## config.mk

```make
export PLATFORM = sky130hd
export DESIGN_NAME = max_result_monitor
export DESIGN_NICKNAME = d
export VERILOG_FILES = /design/src/rtl/max_result_monitor.sv
export SDC_FILE = /design/constraint.sdc
export NUM_CORES = 1
export LEC_CHECK = 0
export ABC_AREA = 0
export BUFFER_PORTS_ARGS = -buffer_cell sky130_fd_sc_hd__buf_4
export CELL_PAD_IN_SITES_DETAIL_PLACEMENT = 1
export CELL_PAD_IN_SITES_GLOBAL_PLACEMENT = 2
export CORE_MARGIN = 4
export CORE_UTILIZATION = 37
export DETAILED_ROUTE_END_ITERATION = 10
export PLACE_DENSITY_LB_ADDON = 0.1
export SLEW_MARGIN = 10
export SYNTH_ARGS = -nofsm -noshare
export SYNTH_HDL_FRONTEND = slang
export SYNTH_SLANG_ARGS = --single-unit
```

## constraint.sdc

```tcl
create_clock -name clk -period 5.9 [get_ports clk]
set_clock_uncertainty 0.05 [all_clocks]
set_input_delay 1.18 -clock clk [delete_from_list [all_inputs] [get_ports clk]]
set_output_delay 1.18 -clock clk [all_outputs]
set_load 0.05 [all_outputs]
```

## src/rtl/max_result_monitor.sv

```systemverilog
// Self-checking monitor for a two-operand unsigned max unit: recomputes max through
// a 2-stage pipeline, counts checks/mismatches per frame and captures the first mismatch.
module max_result_monitor #(
  parameter int DATA_WIDTH = 8,
  parameter int FRAME_LEN  = 3,
  parameter int CNT_WIDTH  = 16
) (
  input  logic                  clk,
  input  logic                  rst,
  input  logic                  start,
  input  logic                  sample_valid,
  input  logic [DATA_WIDTH-1:0] number1,
  input  logic [DATA_WIDTH-1:0] number2,
  input  logic [DATA_WIDTH-1:0] result,
  output logic                  busy,
  output logic                  done,
  output logic                  pass,
  output logic [CNT_WIDTH-1:0]  check_count,
  output logic [CNT_WIDTH-1:0]  error_count,
  output logic [CNT_WIDTH-1:0]  first_err_index,
  output logic [DATA_WIDTH-1:0] first_err_expected,
  output logic [DATA_WIDTH-1:0] first_err_actual
);

  typedef enum logic [1:0] {IDLE, RUN, DONE} state_t;

  localparam logic [CNT_WIDTH-1:0] FRAME_LEN_C = CNT_WIDTH'(FRAME_LEN);
  localparam logic [CNT_WIDTH-1:0] CNT_MAX     = '1;

  state_t                state_q;
  logic [CNT_WIDTH-1:0]  acc_q;
  logic                  s1_v_q;
  logic [DATA_WIDTH-1:0] s1_n1_q, s1_n2_q, s1_res_q;
  logic [CNT_WIDTH-1:0]  s1_idx_q;
  logic                  s2_v_q;
  logic [DATA_WIDTH-1:0] s2_exp_q, s2_res_q;
  logic [CNT_WIDTH-1:0]  s2_idx_q;
  logic [CNT_WIDTH-1:0]  chk_q, err_q, fidx_q;
  logic [DATA_WIDTH-1:0] fexp_q, fact_q;
  logic                  busy_q, done_q, pass_q;

  logic                  accept;
  logic                  mismatch;
  logic                  last_retire;
  logic [DATA_WIDTH-1:0] s1_exp;
  logic [CNT_WIDTH-1:0]  chk_d, err_d;

  always_comb begin
    accept      = (state_q == RUN) && sample_valid && (acc_q < FRAME_LEN_C);
    s1_exp      = (s1_n1_q >= s1_n2_q) ? s1_n1_q : s1_n2_q;
    mismatch    = s2_v_q && (s2_exp_q != s2_res_q);
    // The final sample retires when the frame is fully accepted and stage 1 has drained.
    last_retire = (state_q == RUN) && s2_v_q && !s1_v_q && (acc_q == FRAME_LEN_C);
    chk_d       = chk_q;
    err_d       = err_q;
    if (s2_v_q && (chk_q != CNT_MAX)) chk_d = chk_q + 1'b1;
    if (mismatch && (err_q != CNT_MAX)) err_d = err_q + 1'b1;
  end

  always_ff @(posedge clk) begin
    if (rst) begin
      state_q  <= IDLE;
      acc_q    <= '0;
      s1_v_q   <= 1'b0;
      s1_n1_q  <= '0;
      s1_n2_q  <= '0;
      s1_res_q <= '0;
      s1_idx_q <= '0;
      s2_v_q   <= 1'b0;
      s2_exp_q <= '0;
      s2_res_q <= '0;
      s2_idx_q <= '0;
      chk_q    <= '0;
      err_q    <= '0;
      fidx_q   <= '0;
      fexp_q   <= '0;
      fact_q   <= '0;
      busy_q   <= 1'b0;
      done_q   <= 1'b0;
      pass_q   <= 1'b0;
    end else begin
      s1_v_q <= accept;
      if (accept) begin
        s1_n1_q  <= number1;
        s1_n2_q  <= number2;
        s1_res_q <= result;
        s1_idx_q <= acc_q;
        acc_q    <= acc_q + 1'b1;
      end
      s2_v_q   <= s1_v_q;
      s2_exp_q <= s1_exp;
      s2_res_q <= s1_res_q;
      s2_idx_q <= s1_idx_q;

      case (state_q)
        IDLE, DONE: begin
          if (start) begin
            state_q <= RUN;
            busy_q  <= 1'b1;
            done_q  <= 1'b0;
            pass_q  <= 1'b0;
            acc_q   <= '0;
            chk_q   <= '0;
            err_q   <= '0;
            fidx_q  <= '0;
            fexp_q  <= '0;
            fact_q  <= '0;
          end
        end
        RUN: begin
          chk_q <= chk_d;
          err_q <= err_d;
          if (mismatch && (err_q == '0)) begin
            fidx_q <= s2_idx_q;
            fexp_q <= s2_exp_q;
            fact_q <= s2_res_q;
          end
          if (last_retire) begin
            state_q <= DONE;
            busy_q  <= 1'b0;
            done_q  <= 1'b1;
            pass_q  <= (err_d == '0);
          end
        end
        default: state_q <= IDLE;
      endcase
    end
  end

  assign busy               = busy_q;
  assign done               = done_q;
  assign pass               = pass_q;
  assign check_count        = chk_q;
  assign error_count        = err_q;
  assign first_err_index    = fidx_q;
  assign first_err_expected = fexp_q;
  assign first_err_actual   = fact_q;

endmodule

```

Yosys cells after proc, flatten, opt, wreduce, memory -nomap -nowiden:

Index checks and enable logic that the tools add are counted.

* input port bits: 28
* logic and storage cells: 81
* output and inout bits: 67
* bits in registers: 159

* multiplexer cells: 27
* $lt $le $gt $ge: 2
* reduce and logical (&&, ||, !) cells: 20
* $add $sub $neg: 3
* equal/unequal tests: 10

Operator list (number)
* $mux W16: 7
* $pmux W16 S2: 3
* $add A16 B1 Y16 const B: 3
* $logic_not A16 Y1: 2
* $mux W8: 4
* $ne A16 B16 Y1 const B: 2
* $pmux W8 S2: 2
* $eq A16 B2 Y1 const B: 1
* $lt A16 B2 Y1 const B: 1
* $logic_and A1 B1 Y1: 9
* $reduce_and A3 Y1: 3
* $ge A8 B8 Y1: 1
* $ne A8 B8 Y1: 1
* $pmux W1 S2: 3
* $mux W1: 5
* $mux W2: 2
* $ne A2 B1 Y1 const B: 2
* $ne A2 B2 Y1 const B: 2
* $pmux W2 S2: 1
* $reduce_and A2 Y1: 2
* $eq A2 B1 Y1 const B: 1
* $eq A2 B2 Y1 const B: 1
* $logic_not A2 Y1: 1
* $reduce_bool A2 Y1: 1
* other kinds (2): 2

Logic depth before layout (Yosys ltp):

* word-level depth: 7
* gate-level depth with buffers: 9
* depth with buffers taken out: 9

Least setup slack after synthesis:

No wires, ideal clock.

* path kind: reg-to-reg
* start: register err_q[0] (netlist: error_count[0])
* end: register pass_q (netlist: pass)
* arrival time: 2.585 ns
* setup time: 0.069 ns
* stages on the path, launching flop included: 8
* required time: 5.781 ns
* period minus slack after synthesis: 2.704 ns
* path slack: 3.196 ns
* cells stage by stage: dfxtp_1 -> ha_1 -> nand4_4 -> or2_1 -> or4_2 -> a22oi_1 -> nand4_1 -> o21ai_1

* cells in the longest elaborated chain, start to end: 6
* elaborated cells on any way between the ends: 7
* those cells by class: add/sub (1); eq/ne (1); mux (3); reduce/logical (2)

Ends and longest elaborated chain
* start: declaration: RTL line 38 `logic [CNT_WIDTH-1:0] chk_q, err_q, fidx_q;`
* start signal: assignment: RTL line 112 `err_q <= err_d;`
* branches (longest 2 deep; another with $add A16 B1 Y16)
* $mux W16 (*): RTL line 57 `if (mismatch && (err_q != CNT_MAX)) err_d = err_q + 1'b1;`
* $logic_not A16 Y1 (*): RTL line 122 `pass_q <= (err_d == '0);`
* $mux W1 (*): RTL line 118 `if (last_retire) begin`
* $pmux W1 S2 (*): RTL line 95 `case (state_q)`
* end signal: assignment: RTL line 122
* end: declaration: RTL line 40 `logic busy_q, done_q, pass_q;`

Mark *: on every way between the ends. The select of a mux whose other input is x is not followed.
A chain may end at the register's enable or synchronous reset.

Final worst setup path:

Same ends and word-level chain as after synthesis.

==> results.md <==
Status:
- The run finished with clean final reports.

STA:
- Adding up every negative setup slack in the final design gives 0 ns.
- The count of endpoints failing hold in the final timing report was 0.
- The headroom to the max-slew limit is 0.287.
- At the pin with the least slew margin, the transition time is 1.06 ns.
- The final period demand of the worst path is between 2 and 3 ns.
- Setup repair after global routing left no endpoint under its margin.
- The final worst-path cycle share is 0.483.
- The final max-slew violation count was 0.
- Derived from the worst setup path, the maximum achievable clock frequency is 351 MHz.
- Setup violations remaining at the end of the flow were counted as 0.

CTS:
- Clock tree synthesis selected as its root buffer the cell sky130_fd_sc_hd__clkbuf_16.
- For this design, the sink count on the clock tree is 159.
- After clock tree synthesis, the clock-pin slew on the worst setup and hold paths is roughly 0.07 ns.
- The clock tree from TritonCTS is built.
- The number of buffers added to fix hold violations after cts is 0.
- In this run, post-CTS repair resized a total of 0 instances.
- The deepest level of the CTS H-tree is 4.
- The clock passes through at most 2 buffers.
- The number of buffers created by CTS is 17.
- The buffers inserted during post-CTS setup optimization is 0.
- The clock insertion delay at the later pin of the skew report is 0.42 ns.

Synthesis:
- Counting every net in the synthesized netlist gives about 790.
- The fraction of synthesized cell area in xor and xnor cells is 0.0375.
- Of the total synthesized cell area, the portion taken by full adders, half adders and majority gates is 0.0230.
- The synthesized instance count is 748.
- The post-synthesis instance area is 6530 um2.
- The number of storage elements in the synthesis netlist is 159.
- The share of synthesized area spent on multiplexers is 0.
- The share of the synthesized area in compound gates (AO/OA/AOI/OAI) was 0.126.
- The number of synthesized flops with an enable pin is 0.
- Counting flops with an async set or reset pin after synthesis yields a share of 0.
- The primary flip-flop cell chosen by synthesis mapping is sky130_fd_sc_hd__dfxtp_1.
- The area share of and/or/nand/nor cells after synthesis is 0.274.
- Each instance of the synthesized netlist takes up on average 8.73 um2.
- The warning count from the yosys run is 0.
- The number of library cell types mapped by synthesis is 62.
- The proportion of synthesized chip area in sequential cells is 0.487.
- The dominant combinational cell family by area after synthesis is simple AND/OR/NAND/NOR gates.

Die:
- In this run the core area contains 48 standard-cell rows.
- The die boundary height is around 140 um.
- The core region is 17300 um2.
- The effective utilization at floorplan is 0.378.
- The horizontal die dimension is ~140 um.
- The boundary pin count is between 90 and 100.
- The die area is just under 20000 um2.

Worst setup path:
- The endpoint kind of the worst setup timing path is a register.
- STA puts the critical path data required time at 6.21 ns.
- The arrival time at the worst endpoint is 3.16 ns.
- Tracing the worst setup path back leads to its startpoint at error_count[0]$_SDFFE_PP0P_.
- The startpoint of the most critical register-to-register path is error_count[0]$_SDFFE_PP0P_.
- In this run the worst path has a maximum fanout of 9.
- STA classifies the critical path startpoint as a register.
- The category of the most critical setup path is register to register.

GRT:
- The wire length of the first global-routing pass is 29400 um.
- The global-route usage over all layers is 0.182.
- The number of antenna violations at the first check in global routing was 0.
- The remaining global-route overflow is 0.
- The largest net degree at the start of global routing is 80.
- The via count of the first global-routing pass is between 5000 and 6000.

Route:
- The routed wire length per instance is 16.9 um.
- In this run, the number of DRC markers left after iteration 0 of detailed routing was 292.
- The number of remaining DRC errors is 0.
- The first-pass iteration count of the detailed router is 4.
- Using the TritonRoute via totals, the vias-per-cell ratio works out to 5.22.
- Summing over every cut layer, the via total after detailed routing is 5501.
- The wire length after detailed routing is between 15000 and 20000 um.
- In this run the remaining antenna-violating nets after routing total 0.

Finish:
- After filler insertion, the fill cell instance count of the layout stands at between 2000 and 2500.
- The net count of the finished layout is 856.
- Relative to the synthesized area, the layout overhead comes to 20.3%.
- At the end of the flow the core is filled with cells to 0.454.
- The fraction of layout instances using a drive strength above 1 is 0.185.
- The number of antenna diodes in the final layout is 0.

Flow run:
- Max-cap violations in this run came to 0.

Worst hold path:
- The hold path startpoint is s2_idx_q[7]$_SDFF_PP0_.
- The path class of the tightest hold or removal check is register to register.

Power:
- The leakage dissipation is approximately 3.0 nW.
- Power spread over the standard cell area amounts to 292 nW/um2.
- Across the VDD grid, the largest voltage drop is between 0.2 and 0.25 mV.

Place:
- Routability-driven placement finished with a final weighted congestion of 0.868.
- Buffers placed on the I/O ports in this run total 94.
- Detailed placement finished with a half-perimeter wire length of approximately 12000 um.
## path summary, 6_finish.rpt
path	end	cells after the start	slack, ns
max	pass$_SDFFE_PP0P_	8	3.05
min	first_err_index[7]$_SDFFE_PP0P_	2	0.39
max reg2reg	pass$_SDFFE_PP0P_	8	3.05
min reg2reg	first_err_index[7]$_SDFFE_PP0P_	2	0.39
## final cells by class
cell class              instances  area [um2]  area share
flip-flops and latches        159        3180       0.405
multi-input cells             523        3010       0.383
repair buffers                100         751      0.0955
clock buffers                  17         425      0.0541
well taps                     225         282      0.0358
clock inverters                15         153      0.0194
inverters                      15        56.3     0.00716
## power breakdown
part / leakage [nW] / total [W] / switching (W) / internal, W
Combinational: 1.46 / 0.000130 / 0.0000901 / 0.0000399
Sequential: 1.28 / 0.00110 / 0.00000973 / 0.00109
Clock: 0.285 / 0.00107 / 0.000476 / 0.000595
## metrics by stage
step	cell area, um2	cells	setup WS, ns	total power, W	hold slack (ns)
final	7860	1054	3.05	0.00230	0.395
after global routing	7860	1054	2.88	0.00239	0.417
after CTS	7860	1054	2.92	0.00233	0.399
after detailed placement	7280	1022	3.01	0.00125	0.388
after global placement	7280	1022	3.09	0.00125	0.377
after floorplan	6530	748	3.20	0.00120	0.372
## registers in the layout, summed over array words and instances, names as in the netlist
signal / cells
acc_q: 16
check_count: 16
error_count: 16
first_err_index: 16
s1_idx_q: 16
s2_idx_q: 16
first_err_actual: 8
first_err_expected: 8
s1_n1_q: 8
s1_n2_q: 8
s1_res_q: 8
s2_exp_q: 8
s2_res_q: 8
state_q: 2
busy: 1
done: 1
pass: 1
s1_v_q: 1
s2_v_q: 1
## kinds of logic after synthesis
logic type	Yosys count
buffers and inverters	66
AO/OA/AOI/OAI	142
flip-flops	159
XOR/XNOR	28
adder cells (fa/ha/maj)	12
AND/OR/NAND/NOR	341
## cell usage in the layout (no fill, tap or decap), types with 5 or more instances in the layout
cell type,instances
sky130_fd_sc_hd__nor3_1,14
sky130_fd_sc_hd__inv_1,15
sky130_fd_sc_hd__a31oi_1,5
sky130_fd_sc_hd__nand4_1,17
sky130_fd_sc_hd__xnor2_1,8
sky130_fd_sc_hd__a311oi_1,5
sky130_fd_sc_hd__and3_1,6
sky130_fd_sc_hd__nor2b_1,28
sky130_fd_sc_hd__o21ai_0,20
sky130_fd_sc_hd__ha_1,12
sky130_fd_sc_hd__buf_4,100
sky130_fd_sc_hd__xor2_1,20
sky130_fd_sc_hd__nor4_1,7
sky130_fd_sc_hd__and2_1,31
sky130_fd_sc_hd__nand3_1,57
sky130_fd_sc_hd__a21oi_1,85
sky130_fd_sc_hd__nand2_1,104
sky130_fd_sc_hd__dfxtp_1,159
sky130_fd_sc_hd__nor2_1,39
sky130_fd_sc_hd__clkbuf_16,17
## Yosys cell counts (4+ instances only)
master,instances,area share
sky130_fd_sc_hd__a21o_1,4,0.0046
sky130_fd_sc_hd__o21ai_0,20,0.015
sky130_fd_sc_hd__dfxtp_1,159,0.49
sky130_fd_sc_hd__nand2_1,104,0.060
sky130_fd_sc_hd__clkbuf_8,4,0.0084
sky130_fd_sc_hd__nor2b_1,28,0.027
sky130_fd_sc_hd__buf_1,4,0.0023
sky130_fd_sc_hd__xnor2_1,8,0.011
sky130_fd_sc_hd__nor3_1,15,0.011
sky130_fd_sc_hd__and3_1,6,0.0057
sky130_fd_sc_hd__nand4b_1,4,0.0054
sky130_fd_sc_hd__nor2_1,39,0.022
sky130_fd_sc_hd__and2_1,31,0.030
sky130_fd_sc_hd__clkbuf_1,35,0.020
sky130_fd_sc_hd__nand2b_1,4,0.0038
sky130_fd_sc_hd__nand4_1,17,0.016
sky130_fd_sc_hd__xor2_1,20,0.027
sky130_fd_sc_hd__a311oi_1,5,0.0067
sky130_fd_sc_hd__a31oi_1,5,0.0048
sky130_fd_sc_hd__ha_1,12,0.023
sky130_fd_sc_hd__a21oi_1,85,0.065
sky130_fd_sc_hd__nand3_1,57,0.044
sky130_fd_sc_hd__nor4_1,7,0.0067
sky130_fd_sc_hd__inv_1,15,0.0086
## layer usage
metal  GRT usage  vias to the layer above  wire length (um)
met3      0.0377                       30               492
met5           0                        -                 0
met1       0.214                     2665              7780
met4      0.0648                        0               385
li1            -                     2717                 -
met2       0.328                       89              9160
## worst max-delay path: stages (launching register included)
cell	delay, ns
sky130_fd_sc_hd__dfxtp_1	0.56
sky130_fd_sc_hd__ha_1	0.41
sky130_fd_sc_hd__nand4_4	0.19
sky130_fd_sc_hd__nor4_4	0.59
sky130_fd_sc_hd__nor4_2	0.15
sky130_fd_sc_hd__a211o_1	0.34
sky130_fd_sc_hd__a221oi_2	0.27
sky130_fd_sc_hd__nand4_1	0.13
sky130_fd_sc_hd__o21ai_1	0.09
(Power assumes the default switching activity.)
